$ cat config.mk
export PLATFORM = sky130hd
export DESIGN_NAME = program_loader_flat
export DESIGN_NICKNAME = d
export VERILOG_FILES = /design/src/rtl/program_loader_if.sv /design/src/rtl/program_loader.sv /design/src/flat_wrapper.sv
export SDC_FILE = /design/constraint.sdc
export NUM_CORES = 1
export LEC_CHECK = 0
export ABC_AREA = 1
export BUFFER_PORTS_ARGS = -buffer_cell sky130_fd_sc_hd__buf_2
export CAP_MARGIN = 10
export CORE_MARGIN = 4
export CORE_UTILIZATION = 50
export DETAILED_ROUTE_END_ITERATION = 6
export GPL_ROUTABILITY_DRIVEN = 0
export GPL_TIMING_DRIVEN = 1
export HOLD_SLACK_MARGIN = 0.03
export PLACE_DENSITY = 0.79
export SLEW_MARGIN = 30
export SYNTH_ARGS = -nofsm -noshare
export SYNTH_HDL_FRONTEND = slang
export SYNTH_SLANG_ARGS = --single-unit
$ cat constraint.sdc
create_clock -name clk -period 3 [get_ports clk]
set_input_delay 0.15 -clock clk [delete_from_list [all_inputs] [get_ports clk]]
set_output_delay 0.15 -clock clk [all_outputs]
set_load 0.01 [all_outputs]
$ cat src/rtl/program_loader_if.sv
// Byte-stream input and instruction-memory write port of the program loader.
interface program_loader_if #(
    parameter int ADDR_W = 8
);
    logic              in_valid;
    logic [7:0]        in_data;
    logic              in_ready;
    logic              imem_we;
    logic [ADDR_W-1:0] imem_addr;
    logic [15:0]       imem_wdata;

    modport master (
        output in_valid,
        output in_data,
        input  in_ready,
        input  imem_we,
        input  imem_addr,
        input  imem_wdata
    );

    modport slave (
        input  in_valid,
        input  in_data,
        output in_ready,
        output imem_we,
        output imem_addr,
        output imem_wdata
    );
endinterface

$ cat src/rtl/program_loader.sv
// Boot loader: framed byte stream -> 16-bit instruction memory writes,
// holding the CPU in reset until a checksum-valid program is loaded.
module program_loader #(
    parameter int ADDR_W = 8
) (
    input  logic              clk,
    input  logic              pc_reset,
    input  logic              start,
    program_loader_if.slave   bus,
    output logic              cpu_hold,
    output logic              busy,
    output logic              done,
    output logic              error,
    output logic [ADDR_W:0]   words_loaded
);

    typedef enum logic [2:0] {
        S_IDLE,
        S_HDR_HI,
        S_HDR_LO,
        S_DATA_HI,
        S_DATA_LO,
        S_CHECK,
        S_DONE,
        S_ERROR
    } state_t;

    localparam logic [16:0] CAP = 17'(1) << ADDR_W;

    state_t            state_q, state_d;
    logic [7:0]        acc_q;
    logic [7:0]        hi_q;
    logic [15:0]       n_q;
    logic [ADDR_W:0]   cnt_q;
    logic              we_q;
    logic [ADDR_W-1:0] waddr_q;
    logic [15:0]       wdata_q;

    logic              rx;
    logic              fire;
    logic              launch;
    logic [15:0]       n_in;
    logic [16:0]       cnt_nxt;
    logic              last;

    assign fire    = bus.in_valid & rx;
    assign n_in    = {hi_q, bus.in_data};
    assign cnt_nxt = 17'(cnt_q) + 17'd1;
    assign last    = (cnt_nxt == {1'b0, n_q});

    always_ff @(posedge clk or negedge pc_reset) begin
        if (!pc_reset) begin
            state_q <= S_IDLE;
        end else begin
            state_q <= state_d;
        end
    end

    always_comb begin
        state_d = state_q;
        unique case (state_q)
            S_IDLE, S_DONE, S_ERROR: begin
                if (start) state_d = S_HDR_HI;
            end
            S_HDR_HI: begin
                if (fire) state_d = S_HDR_LO;
            end
            S_HDR_LO: begin
                if (fire) begin
                    if (n_in == 16'd0) begin
                        state_d = S_CHECK;
                    end else if ({1'b0, n_in} > CAP) begin
                        state_d = S_ERROR;
                    end else begin
                        state_d = S_DATA_HI;
                    end
                end
            end
            S_DATA_HI: begin
                if (fire) state_d = S_DATA_LO;
            end
            S_DATA_LO: begin
                if (fire) state_d = last ? S_CHECK : S_DATA_HI;
            end
            S_CHECK: begin
                if (fire) begin
                    state_d = (bus.in_data == acc_q) ? S_DONE : S_ERROR;
                end
            end
            default: state_d = S_IDLE;
        endcase
    end

    always_comb begin
        rx       = 1'b0;
        launch   = 1'b0;
        done     = 1'b0;
        error    = 1'b0;
        cpu_hold = 1'b1;
        unique case (state_q)
            S_HDR_HI, S_HDR_LO, S_DATA_HI, S_DATA_LO, S_CHECK: rx = 1'b1;
            S_IDLE: launch = start;
            S_DONE: begin
                launch   = start;
                done     = 1'b1;
                cpu_hold = 1'b0;
            end
            S_ERROR: begin
                launch = start;
                error  = 1'b1;
            end
            default: rx = 1'b0;
        endcase
    end

    // Datapath: checksum, word assembly and the registered write port.
    always_ff @(posedge clk or negedge pc_reset) begin
        if (!pc_reset) begin
            acc_q   <= '0;
            hi_q    <= '0;
            n_q     <= '0;
            cnt_q   <= '0;
            we_q    <= 1'b0;
            waddr_q <= '0;
            wdata_q <= '0;
        end else begin
            we_q <= 1'b0;
            if (launch) begin
                acc_q <= '0;
                cnt_q <= '0;
            end
            if (fire && state_q != S_CHECK) begin
                acc_q <= acc_q ^ bus.in_data;
            end
            if (fire && (state_q == S_HDR_HI || state_q == S_DATA_HI)) begin
                hi_q <= bus.in_data;
            end
            if (fire && state_q == S_HDR_LO) begin
                n_q <= n_in;
            end
            if (fire && state_q == S_DATA_LO) begin
                we_q    <= 1'b1;
                waddr_q <= cnt_q[ADDR_W-1:0];
                wdata_q <= n_in;
                cnt_q   <= cnt_nxt[ADDR_W:0];
            end
        end
    end

    assign bus.in_ready   = rx;
    assign bus.imem_we    = we_q;
    assign bus.imem_addr  = waddr_q;
    assign bus.imem_wdata = wdata_q;
    assign busy           = rx;
    assign words_loaded   = cnt_q;

endmodule

$ cat src/flat_wrapper.sv
// flat-port wrapper written by rule: the top's interface ports become plain ports
module program_loader_flat 
#(
    parameter int ADDR_W = 8
)
  (clk, pc_reset, start, cpu_hold, busy, done, error, words_loaded, bus_in_valid, bus_in_data, bus_in_ready, bus_imem_we, bus_imem_addr, bus_imem_wdata);
  program_loader_if #(.ADDR_W(ADDR_W)) bus_i ();
  input  logic clk;
  input  logic pc_reset;
  input  logic start;
  output logic cpu_hold;
  output logic busy;
  output logic done;
  output logic error;
  output logic [ADDR_W:0] words_loaded;
  input wire logic [$bits(bus_i.in_valid)-1:0] bus_in_valid;
  input wire logic [$bits(bus_i.in_data)-1:0] bus_in_data;
  output wire logic [$bits(bus_i.in_ready)-1:0] bus_in_ready;
  output wire logic [$bits(bus_i.imem_we)-1:0] bus_imem_we;
  output wire logic [$bits(bus_i.imem_addr)-1:0] bus_imem_addr;
  output wire logic [$bits(bus_i.imem_wdata)-1:0] bus_imem_wdata;
  assign bus_i.in_valid = bus_in_valid;
  assign bus_i.in_data = bus_in_data;
  assign bus_in_ready = bus_i.in_ready;
  assign bus_imem_we = bus_i.imem_we;
  assign bus_imem_addr = bus_i.imem_addr;
  assign bus_imem_wdata = bus_i.imem_wdata;
  program_loader #(.ADDR_W(ADDR_W)) u_core (.clk(clk), .pc_reset(pc_reset), .start(start), .bus(bus_i), .cpu_hold(cpu_hold), .busy(busy), .done(done), .error(error), .words_loaded(words_loaded));
endmodule
==> summary by stage, run 1 <==
Synthesis
For this run, the leading register cell type out of synthesis is dfrtp_1. The post-synthesis sequential area ratio is 54.0%. The count of distinct cell types in the synthesized netlist is 27.

In the synthesized netlist, the cells that appear most often are nand2_1, dfrtp_1, o21ai_0, inv_1, nand3_1. The most common cell in the netlist is nand2_1. A synthesized cell averages 8.28 µm².

After technology mapping, the gate count stands at 386. The count of flip-flops with a built-in enable after synthesis is 0. The share of synthesized flip-flops with an asynchronous set or reset is 100%. The Yosys warning count is 0. The cell area that synthesis handed to floorplanning was 0.00320 mm². After synthesis the netlist holds a flip-flop and latch count of 69. The leading area contributor after synthesis is dfrtp_1. By area the synthesized netlist is led by dfrtp_1, nand2_1, o21ai_0. The number of nets in the synthesized netlist is 399. The fraction of post-synthesis cell area in the top cell type by area is 54.0%.

Timing
Static timing analysis puts the maximum clock frequency at 0.530 GHz. The final max-slew violation count is 0. The setup skew after layout is 12.6 ps. Setup violations remaining at the end of the flow were counted as 0. On the final layout, the worst hold slack is 137 ps. Setup repair after global routing left no endpoint under its margin. For the finished layout, the period the worst path requires is 1890 ps. The portion of the clock cycle consumed by the worst path in the final layout is 62.9%. The headroom to the max-slew limit is 44.6%. The total negative slack for setup checks is 0 ps. The slew at the pin with the worst max-slew slack is 829 ps. The number of endpoints with negative hold slack in the final report is 0.

GRT
The routing layer with the top usage in global route is met2. After global routing the overflow that remains totals 0. The number of global-route vias before repair is 2,642.

The fraction of met3 tracks used by global routing is 5.83%. For met1 alone, demand over resource in global routing was 27.3%. Entering global routing, the biggest net connects 48 pins. The number of antenna violations at the first check in global routing is 0.

Global routing used 20.4% of the available tracks. The global-route wire length before repair is 12.2 mm. The met2 layer usage reported by global route is 31.2%.

Pwr
Of the total power, the share spent switching nets is 37.9%. The clock share of power is 21.6%. The power share of the sequential group is 44.1%.

Across the VDD grid, the largest voltage drop is 0.000503 V. In this run, the combinational gates consume 34.2% of the power. In this run the static leakage power is 1.87 nW. The cell-internal power is 2.19 mW.

The power per standard cell area is 951 mW/mm². The net switching power of the design is 1.34 mW.

Worst setup path
The kind of launch point of the worst setup path is a flip-flop. STA classifies the critical path endpoint as a flip-flop. The category of the critical setup timing path is reg -> reg. Data arrives at the worst endpoint at 2100 ps. The slowest stage of the critical path belongs to the cell dfrtp_1.

The largest stage delay on the critical path is 430 ps. The critical-path maximum fanout is 32. Traced cell by cell, the critical path runs through nor2_1, inv_1, nor2_1, nand2_1, buf_4, nand2_1, o21ai_0. Data on the critical path is required at its endpoint by 3210 ps.

Cells and area
The area occupied by multi-input gates is 0.00125 mm². The total area of sequential cells is 0.00173 mm². From synthesis to final layout, the design area changed by 16.3%. Cells fill 61.3% of the core in the end. The number of antenna diodes in the final layout is 0. The number of nets at the end of the flow is 452. The number of filler instances in the final layout is 549. The post-route cell area is 0.00372 mm². The fraction of layout instances using a drive strength above 1 is 18.7%.

Drt
After detailed routing, the number of vias per cell comes to 5.15. The remaining antenna violation count is 0. Dividing the detail-routed wire length by the instance count gives 13.5 µm. The number of DRC violations after detailed-routing iteration 0 is 124. The number of detailed-routing iterations run before antenna repair is 4.

After detailed routing, the number of remaining DRC violations is 0. The via total after detailed routing is 2,675. For this block, the routed nets add up to 7.03 mm of wire.

Floorplanning
The horizontal die dimension is 88.0 µm. In this run the standard cell core region covers 0.00606 mm². For this design the top-level I/O count stands at 51.

After floorplanning, the core was divided into 28 placement rows. The vertical die dimension is 88.0 µm. Once the floorplan was initialized, standard cells occupied 52.7% of the core. The full die area is 0.00774 mm².

Placement
The count of buffers added on input and output ports is 50. After detailed placement, the total cell area comes to 0.00351 mm². The final HPWL from detailed placement is 5.00 mm.

Clock tree
The CTS buffer count is 9. After clock tree synthesis, the clock-pin slew on the worst setup and hold paths is 80 ps. Clock tree synthesis selected as its root buffer the cell clkbuf_8. The number of buffers inserted to repair setup after CTS is 0. The maximum clock insertion buffer count is 2. The TritonCTS clock tree is built. The clock latency at the later pin of the worst-skew pair is 340 ps. The number of gates resized after CTS was 0. Clock tree synthesis found a total of 69 sinks. The H-tree depth is 3.

Flow run
The tool flagged a number of max-cap violations equal to 0.

Run status
The run finished with clean final reports.

Worst hold path
The class of the most critical hold timing path is in -> reg.
==> through the flow <==
stage	total power, mW	std cells	setup WS [ps]
2_1_floorplan	2.38	386	1380
5_1_grt	3.86	519	858
3_3_place_gp	2.74	502	1170
4_1_cts	3.57	519	1080
3_5_place_dp	2.79	502	1110
6_report	3.54	519	1110
==> power groups by stage <==
stage | combinational, mW | clock [mW] | sequential (mW)
final | 1.21 | 0.764 | 1.56
after global routing | 1.42 | 0.820 | 1.62
after CTS | 1.23 | 0.778 | 1.56
after detailed placement | 1.22 | 0 | 1.57
after global placement | 1.18 | 0 | 1.56
after floorplan | 0.765 | 0 | 1.61
==> flip-flops by register name, indices dropped and copies added (netlist names) <==
signal	flops
u_core.bus.imem_wdata	16
u_core.n_q	16
u_core.words_loaded	9
u_core.acc_q	8
u_core.bus.imem_addr	8
u_core.hi_q	8
u_core.state_q	3
u_core.bus.imem_we	1
==> final timing paths <==
kind	slack (ps)	from	cells after the start	endpoint
min in group asynchronous	320	pc_reset	2	u_core.bus.imem_addr[3]$_DFFE_PN0P_
worst min-delay path	140	bus_in_data[6]	4	u_core.acc_q[6]$_DFFE_PN0P_
worst max register to register	1110	u_core.state_q[1]$_DFFE_PN0P_	7	u_core.bus.imem_wdata[6]$_DFFE_PN0P_
max in group asynchronous	1710	pc_reset	3	u_core.n_q[2]$_DFFE_PN0P_
worst max-delay path	1110	u_core.state_q[1]$_DFFE_PN0P_	7	u_core.bus.imem_wdata[6]$_DFFE_PN0P_
worst min register to register	480	u_core.bus.imem_wdata[2]$_DFFE_PN0P_	2	u_core.bus.imem_wdata[2]$_DFFE_PN0P_
==> final cells by class <==
| cell class | instances | area share (%) |
|---|---|---|
| clock buffers | 11 | 3.80 |
| clock inverters | 5 | 1.62 |
| inverters | 44 | 4.44 |
| multi-input cells | 262 | 33.8 |
| flip-flops and latches | 69 | 46.4 |
| well taps | 75 | 2.52 |
| repair buffers | 53 | 7.40 |
==> cell families after synthesis <==
logic type / count (synthesis) / synth area share (%)
AOI/OAI and AO/OA: 73 / 11.9
xor gates and xnor gates: 8 / 2.19
adders and majority gates: 1 / 0.391
buffers and inverters: 55 / 6.73
DFF: 69 / 54.0
and+or+nand+nor: 180 / 24.8
==> cells in the final DEF, fill, tap and decap left out, drive strengths merged <==
master / count
nand3: 28
clkinvlp: 1
xor2: 1
clkinv: 3
bufinv: 1
o21a: 1
nand4: 4
and2: 1
ha: 1
dlygate4sd3: 1
a21oi: 2
buf: 52
nor2: 27
xnor2: 7
o31ai: 1
inv: 44
clkbuf: 11
o22ai: 4
nor3: 5
nand2: 110
dfrtp: 69
o21ai: 65
nand3b: 5
==> layer usage <==
layer	vias to the layer above	wire length (µm)
li1	1350	-
met5	-	0
met4	0	118
met2	86	3200
met3	8	447
met1	1231	3260
==> critical path, delay by kind of cell, from the launching register on <==
kind / cells / cell delay [ps]
buffers and inverters: 2 / 450
AND/OR/NAND/NOR: 4 / 770
flip-flops: 1 / 430
AO/OA/AOI/OAI: 1 / 90
==> what timing repair did <==
| action | CTS | global route |
|---|---|---|
| setup endpoints to repair | 0 | 0 |
| hold buffers | 1 | 0 |
| endpoints found under the hold margin | 22 | 0 |
No activity file was read; power rests on OpenSTA's default activity.
==> run 2: changes to the inputs <==
Clock period 3 ns to 1.75 ns, I/O delays scaled along.
==> run 2 against run 1 <==
Maximum frequency up 13%. Clock skew fell by 4.0 ps. Worst setup slack got worse by 1000 ps. Register-to-register slack lost 1000 ps. Sequential power rose by 71%. Utilization grew 1.8 points. Sequential share of layout area is 1.3 points lower. Clock power up 95%. Largest cell class unchanged. Largest power group unchanged. Highest routed layer unchanged.
==> summary by stage, run 2 (same netlist as run 1, synthesis figures left out) <==
Pwr
The overall power consumption was 6.37 mW (+80%). The net switching power of the design is 2.42 mW (+81%). The worst supply voltage drop on vdd is 0.000953 V (+89%). The clock share of power is 23.3% (+1.7 points). The leakage power figure is 1.91 nW (+2.0%).

The power share of the combinational group is 34.9% (+0.7 points). The switching share of power is 38.0% (+0.069 points). The power per standard cell area is 1660 mW/mm² (+75%).

The power share of the sequential group is 41.8% (-2.3 points). The cell-internal power was 3.95 mW (+80%).

Clock tree
The clock sink count is 69 (unchanged). The maximum clock insertion buffer count is 2 (unchanged). The root buffer cell is clkbuf_8. The number of buffers inserted to repair setup after CTS came to 0 (unchanged). The clock latency at the later pin of the worst-skew pair was 350 ps (about the same).

The H-tree depth is 3 (unchanged). TritonCTS built the clock tree. The clock transition at the registers of the reported paths is 80 ps (about the same). The CTS buffer count was 9 (unchanged).

Worst setup path
The buffer and inverter count on the worst path is 0 (-2). Grouping stages by cell kind, the critical path spends the most delay in simple AND/OR/NAND/NOR gates. The category of the critical setup timing path is reg -> reg.

The largest stage delay on the critical path is 410 ps (-20 ps). The critical-path maximum fanout is 7 (-78%). The arrival time of the worst setup path was 1920 ps (-180 ps). STA classifies the critical path startpoint as a flip-flop.

The worst-path cell with the longest stage delay is dfrtp_1. The critical path endpoint category is a flip-flop. The signal on the critical path passes through ha_4, nand2_2, nor2_4, nand3_1, nand3_1, nand3_1, nor2_2, nand3_1, nand2_1, nand2_1, nand2_1, nand2_1. The required arrival time at the worst endpoint is 1990 ps (-1220 ps).

Cells and area
The post-route cell area is 0.00383 mm² (+3.0%). The number of filler instances in the final layout was 535 (-2.6%). The area growth from synthesis to final layout is 19.7%. In the layout the commonest cells are nand2_1, dfrtp_1, o21ai_0. The total inserted antenna cells is 0 (unchanged). The fraction of layout instances using a drive strength above 1 is 21.4% (+2.7 points).

The final cell utilization of the core came to 63.2% (+1.8 points). The number of nets at the end of the flow came to 457 (+1.1%). The most common cell after layout, fill and taps aside is nand2_1.

Floorplanning
The full die area was 0.00774 mm² (unchanged). The effective utilization at floorplan is 52.7% (unchanged). The number of rows in the core area was 28 (unchanged). The core footprint is 0.00606 mm² (unchanged). The horizontal die dimension is 88.0 µm (unchanged). The top-level port count is 51 (unchanged).

The vertical die dimension is 88.0 µm (unchanged).

Timing
The top achievable clock speed is 0.596 GHz (+13%). The portion of the clock cycle consumed by the worst path in the final layout is 95.9% (+33 points). The headroom to the max-slew limit is 68.8% (+24 points).

The final hold slack came to 72.9 ps (-63.9 ps). The setup skew after layout is 8.64 ps (-3.98 ps). The final critical-path required period is 1680 ps (-210 ps). The final max-slew violation count is 0 (unchanged). The slew at the pin with the worst max-slew slack was 467 ps (-362 ps). Setup repair after global routing could not meet its margin everywhere. The count of endpoints failing setup in the final report is 0 (unchanged). The number of endpoints with negative hold slack in the final report is 0 (unchanged).

Drt
The total wire length was 7.18 mm (+2.1%). The via total after detailed routing is 2,702 (+1.0%). The number of vias per cell came to 5.16 (about the same). The number of DRC violations after detailed-routing iteration 0 is 112 (-9.7%). The number of detailed-routing iterations run before antenna repair is 4 (unchanged).

The wire length on met3 came to 452 µm (+1.1%). The routed wirelength normalized by instance count is 13.7 µm (+1.2%). The remaining antenna violation count is 0 (unchanged). The top routing layer in use is met4. The final routed DRC violation total was 0 (unchanged). The total met2 wirelength after detailed routing is 3.36 mm (+5.2%). The met1 routed wirelength after detailed routing is 3.21 mm (-1.6%).

GRT
The largest net degree at the start of global routing was 52 (+8.3%). The number of antenna violations at the first check in global routing came to 0 (unchanged). The global-route wire length before repair was 12.4 mm (+2.0%). The number of global-route vias before repair was 2,707 (+2.5%).

The combined global-route utilization of all metal layers is 20.6% (+0.17 points). The total global routing overflow came to 0 (unchanged).

Worst hold path
In this run the worst hold path is classified as in -> reg.

Flow run
The reported max-cap violation count was 0 (unchanged).

Placement
The number of I/O port buffers was 50 (unchanged). The final HPWL from detailed placement is 5.18 mm (+3.5%). The area after detailed placement came to 0.00356 mm² (+1.4%).

Run status
The run finished with clean final reports.
==> run 2: power groups by stage <==
stage / clock, mW / sequential, mW / combinational [mW]
detailed placement: 0 / 2.67 / 2.18
finish: 1.49 / 2.66 / 2.22
global route: 1.58 / 2.75 / 2.58
global placement: 0 / 2.65 / 2.10
floorplan: 0 / 2.76 / 1.31
CTS: 1.51 / 2.66 / 2.20
==> run 2: final timing paths <==
check                                                      end  slack, ps  cells after the start                                 from
min reg2reg                u_core.bus.imem_addr[6]$_DFFE_PN0P_        480                      2  u_core.bus.imem_addr[6]$_DFFE_PN0P_
max                              u_core.state_q[1]$_DFFE_PN0P_         70                     12   u_core.words_loaded[0]$_DFFE_PN0P_
min                                u_core.acc_q[6]$_DFFE_PN0P_         70                      4                       bus_in_data[6]
max reg2reg                      u_core.state_q[1]$_DFFE_PN0P_         70                     12   u_core.words_loaded[0]$_DFFE_PN0P_
min in group asynchronous  u_core.bus.imem_addr[1]$_DFFE_PN0P_        200                      2                             pc_reset
max in group asynchronous        u_core.state_q[2]$_DFFE_PN0P_        930                      3                             pc_reset
==> run 2: final cells by class <==
class                           count  area, µm²  area share (%)
Inverter                           44        165            4.32
Sequential cell                    69       1730            45.1
Multi-Input combinational cell    262       1290            33.7
Tap cell                           75       93.8            2.45
Clock inverter                      7        103            2.68
Timing Repair Buffer               58        325            8.50
Clock buffer                        9        124            3.24
==> run 2: stage by stage <==
step	std cells	worst slack [ps]	setup TNS, ps
after CTS	524	37.6	0
after detailed placement	507	69.2	0
final	524	71.9	0
after global placement	507	138	0
after global routing	524	-39.1	-39.1
after floorplan	386	133	0
==> run 2: what timing repair did <==
action                                  CTS  global route
hold buffers                              1             0
endpoints found under the hold margin    18             0
resized for setup                         0             8
endpoints found under the setup margin    0            29
==> run 2: worst register-to-register path, delay by kind of cell (launching register included) <==
family / cells / cell delay, ps
fa+ha+maj: 1 / 150
flops: 1 / 410
simple gates: 11 / 1000
==> run 2: routing by layer <==
| metal | GRT usage (%) | up-vias |
|---|---|---|
| li1 | - | 1358 |
| met1 | 27.1 | 1249 |
| met3 | 4.80 | 13 |
| met4 | 9.21 | 0 |
| met5 | 0 | - |
| met2 | 32.6 | 82 |
==> run 3: changes to the inputs <==
Settings changed: CORE_UTILIZATION 50 to 45, PLACE_DENSITY 0.79 to 0.73.
==> run 3 against run 2 <==
Clock skew fell by 2.6 ps. Critical path type unchanged. Critical path depth did not move. Cell area rose by 0.78%. Clock-buffer cell count rose by 3. Largest power group unchanged. Final cell count rose by 3.8%. Non-clock buffer count rose by 1. Combinational power barely moved. Sequential share of layout area fell by 0.35 points. Global-route usage fell by 2.6 points. Clock power fell by 17%. Utilization fell by 6.7 points. Wire length fell by 0.35%.
==> summary by stage, run 3 (same netlist as run 1, synthesis figures left out) <==
Pwr
The power per standard cell area is 1580 mW/mm² (-5.1%). The power share of the sequential group came to 43.7% (+1.9 points). The switching share of power is 37.4% (-0.59 points).

The net switching power of the design is 2.28 mW (-5.9%). The clock share of power was 20.4% (-2.9 points). The leakage power figure is 1.93 nW (+1.1%). The overall power consumption is 6.09 mW (-4.4%). The power share of the combinational group is 35.9% (+1.0 points). The worst supply voltage drop on vdd came to 0.000837 V (-12%). The cell-internal power is 3.81 mW (-3.5%).

Worst setup path
The largest stage delay on the critical path is 400 ps (about the same). The worst setup path is captured at a flip-flop. The startpoint of the most critical register-to-register path is u_core.words_loaded[1]$_DFFE_PN0P_.

The reg-to-reg endpoint is u_core.state_q[1]$_DFFE_PN0P_. Among all stages on the critical path, the largest delay is contributed by dfrtp_1. In this run the worst setup path terminates at u_core.state_q[1]$_DFFE_PN0P_.

The number of cells on the worst reg-to-reg path is 12 (unchanged). By startpoint and endpoint, the worst setup path is classified as reg -> reg. The required arrival time at the worst endpoint came to 1980 ps (about the same). The kind of launch point of the worst setup path is a flip-flop.

The arrival time of the worst setup path is 1890 ps (-30 ps). The critical-path maximum fanout was 7 (unchanged). The buffer and inverter count on the worst path is 0 (unchanged). The kind of cell with the highest combined delay on the critical path is simple AND/OR/NAND/NOR gates.

The register-to-register setup slack came to 90 ps (+20 ps). Traced cell by cell, the critical path runs through ha_4, nand2_4, nor2_4, nand3_2, nand3_2, nand3_1, nor2_2, nand3_1, nand2_1, nand2_1, nand2_1, nand2_1. The total stage count of the critical path is 12 (unchanged).

The first element of the critical path is u_core.words_loaded[1]$_DFFE_PN0P_. The cell repeated most along the worst path is nand2_1.

Floorplanning
The full die area was 0.00852 mm² (+10%). The core footprint is 0.00683 mm² (+13%). The vertical die dimension was 92.3 µm (+4.9%). The top-level port count is 51 (unchanged). The effective utilization at floorplan is 46.8% (-6.0 points). The number of rows in the core area is 30 (+7.1%). The horizontal die dimension is 92.3 µm (+4.9%).

Cells and area
The number of cells in the finished layout apart from fillers is 544 (+3.8%). The number of nets at the end of the flow is 458 (+0.22%). The most common cell after layout, fill and taps aside is nand2_1.

The number of filler instances in the final layout is 671 (+25%). The total inserted antenna cells was 0 (unchanged). The top cell types in the final layout, fill and taps aside, are nand2_1, dfrtp_1, o21ai_0. The fraction of layout instances using a drive strength above 1 is 21.9% (+0.49 points). Compared with the post-synthesis result, the final layout area differs by 20.7%.

Timing
The final critical-path required period came to 1660 ps (-20.0 ps). The headroom to the max-slew limit is 57.3% (-11 points). The top achievable clock speed was 0.603 GHz (+1.2%).

The portion of the clock cycle consumed by the worst path in the final layout is 94.8% (-1.1 points). The number of endpoints with negative hold slack in the final report is 0 (unchanged). The slew at the pin with the worst max-slew slack came to 641 ps (+173 ps). The setup skew after layout is 6.02 ps (-2.62 ps). The final max-slew violation count is 0 (unchanged). Setup repair after global routing could not meet its margin everywhere. The count of endpoints failing setup in the final report is 0 (unchanged).

GRT
The total global routing overflow is 0 (unchanged). The largest net degree at the start of global routing is 35 (-33%). The number of antenna violations at the first check in global routing was 0 (unchanged).

The combined global-route utilization of all metal layers came to 18.0% (-2.6 points). The global-route wire length before repair is 12.0 mm (-3.5%). The number of global-route vias before repair is 2,532 (-6.5%).

Drt
The routed wirelength normalized by instance count is 13.1 µm (-4.0%). The via total after detailed routing is 2,681 (-0.78%). The number of vias per cell is 4.93 (-4.4%). The number of detailed-routing iterations run before antenna repair is 4 (unchanged). The remaining antenna violation count is 0 (unchanged). The number of DRC violations after detailed-routing iteration 0 is 149 (+33%). The final routed DRC violation total was 0 (unchanged). The total wire length was 7.15 mm (-0.35%).

Clock tree
The root buffer cell is clkbuf_8. TritonCTS built the clock tree. The clock latency at the later pin of the worst-skew pair came to 340 ps (about the same). The CTS buffer count is 9 (unchanged).

The clock transition at the registers of the reported paths came to 70 ps (about the same). The clock sink count is 69 (unchanged). The H-tree depth is 3 (unchanged). The maximum clock insertion buffer count is 2 (unchanged).

Placement
The post-placement cell count is 529 (+4.3%). The final HPWL from detailed placement is 5.08 mm (-2.0%). The number of I/O port buffers is 50 (unchanged).

Run status
The run finished with clean final reports.

Worst hold path
The tightest min-delay check is of the in -> reg type.

Flow run
The reported max-cap violation count is 0 (unchanged).
==> run 3: layer usage <==
layer / wire length (µm) / vias up / track usage [%]
met4: 100 / 0 / 6.44
met2: 3250 / 81 / 27.2
met5: 0 / - / 0
met1: 3310 / 1231 / 24.7
met3: 485 / 9 / 5.17
li1: - / 1360 / -
==> run 3: stage by stage <==
step	hold WS (ps)	TNS, ps	setup slack (ps)	utilization, %	area (µm²)
after floorplan	-208	0	133	-	3200
after global routing	106	-86.5	-51.4	56.5	3860
after detailed placement	148	0	112	52.7	3600
after CTS	59.8	0	98.8	55.5	3790
final	81.3	0	91.8	56.5	3860
after global placement	142	0	142	52.7	3600
==> run 3: tightest hold or removal path: cells and delay by family <==
family	cells	cell delay, ps
buffers and inverters	2	160
AO/OA/AOI/OAI	1	60
XOR/XNOR	1	60
==> run 3: worst min-delay path by stage <==
stage,startpoint,endpoint,slack [ps],cells past startpoint
4_1_cts,bus_in_data[6],u_core.acc_q[6]$_DFFE_PN0P_,60,4
3_5_place_dp,pc_reset,u_core.bus.imem_addr[2]$_DFFE_PN0P_,150,1
2_1_floorplan,pc_reset,u_core.acc_q[0]$_DFFE_PN0P_,-210,0
6_report,bus_in_data[6],u_core.acc_q[6]$_DFFE_PN0P_,80,4
3_3_place_gp,pc_reset,u_core.bus.imem_addr[1]$_DFFE_PN0P_,140,1
5_1_grt,bus_in_data[2],u_core.acc_q[2]$_DFFE_PN0P_,110,3
==> run 3: final cells by class <==
class | count | area, µm² | share of cell area [%]
timing repair buffer | 59 | 345 | 8.95
sequential | 69 | 1730 | 44.8
tap | 96 | 120 | 3.11
clock buffer | 12 | 145 | 3.76
clock inverter | 2 | 35.0 | 0.908
multi-input combinational | 262 | 1320 | 34.2
inverter | 44 | 165 | 4.28
==> run 3: power groups by stage <==
stage                     clock, mW  sequential, mW  combinational [mW]
after CTS                      1.28            2.65                2.19
after detailed placement          0            2.67                2.18
final                          1.24            2.66                2.19
after floorplan                   0            2.76                1.31
after global placement            0            2.65                2.11
after global routing           1.36            2.75                2.53
==> run 3: what timing repair did <==
item	4_1_cts	5_1_grt
resized for setup	0	14
setup buffers	0	0
endpoints found under the setup margin	0	2
endpoints found under the hold margin	24	0
hold buffers	1	0
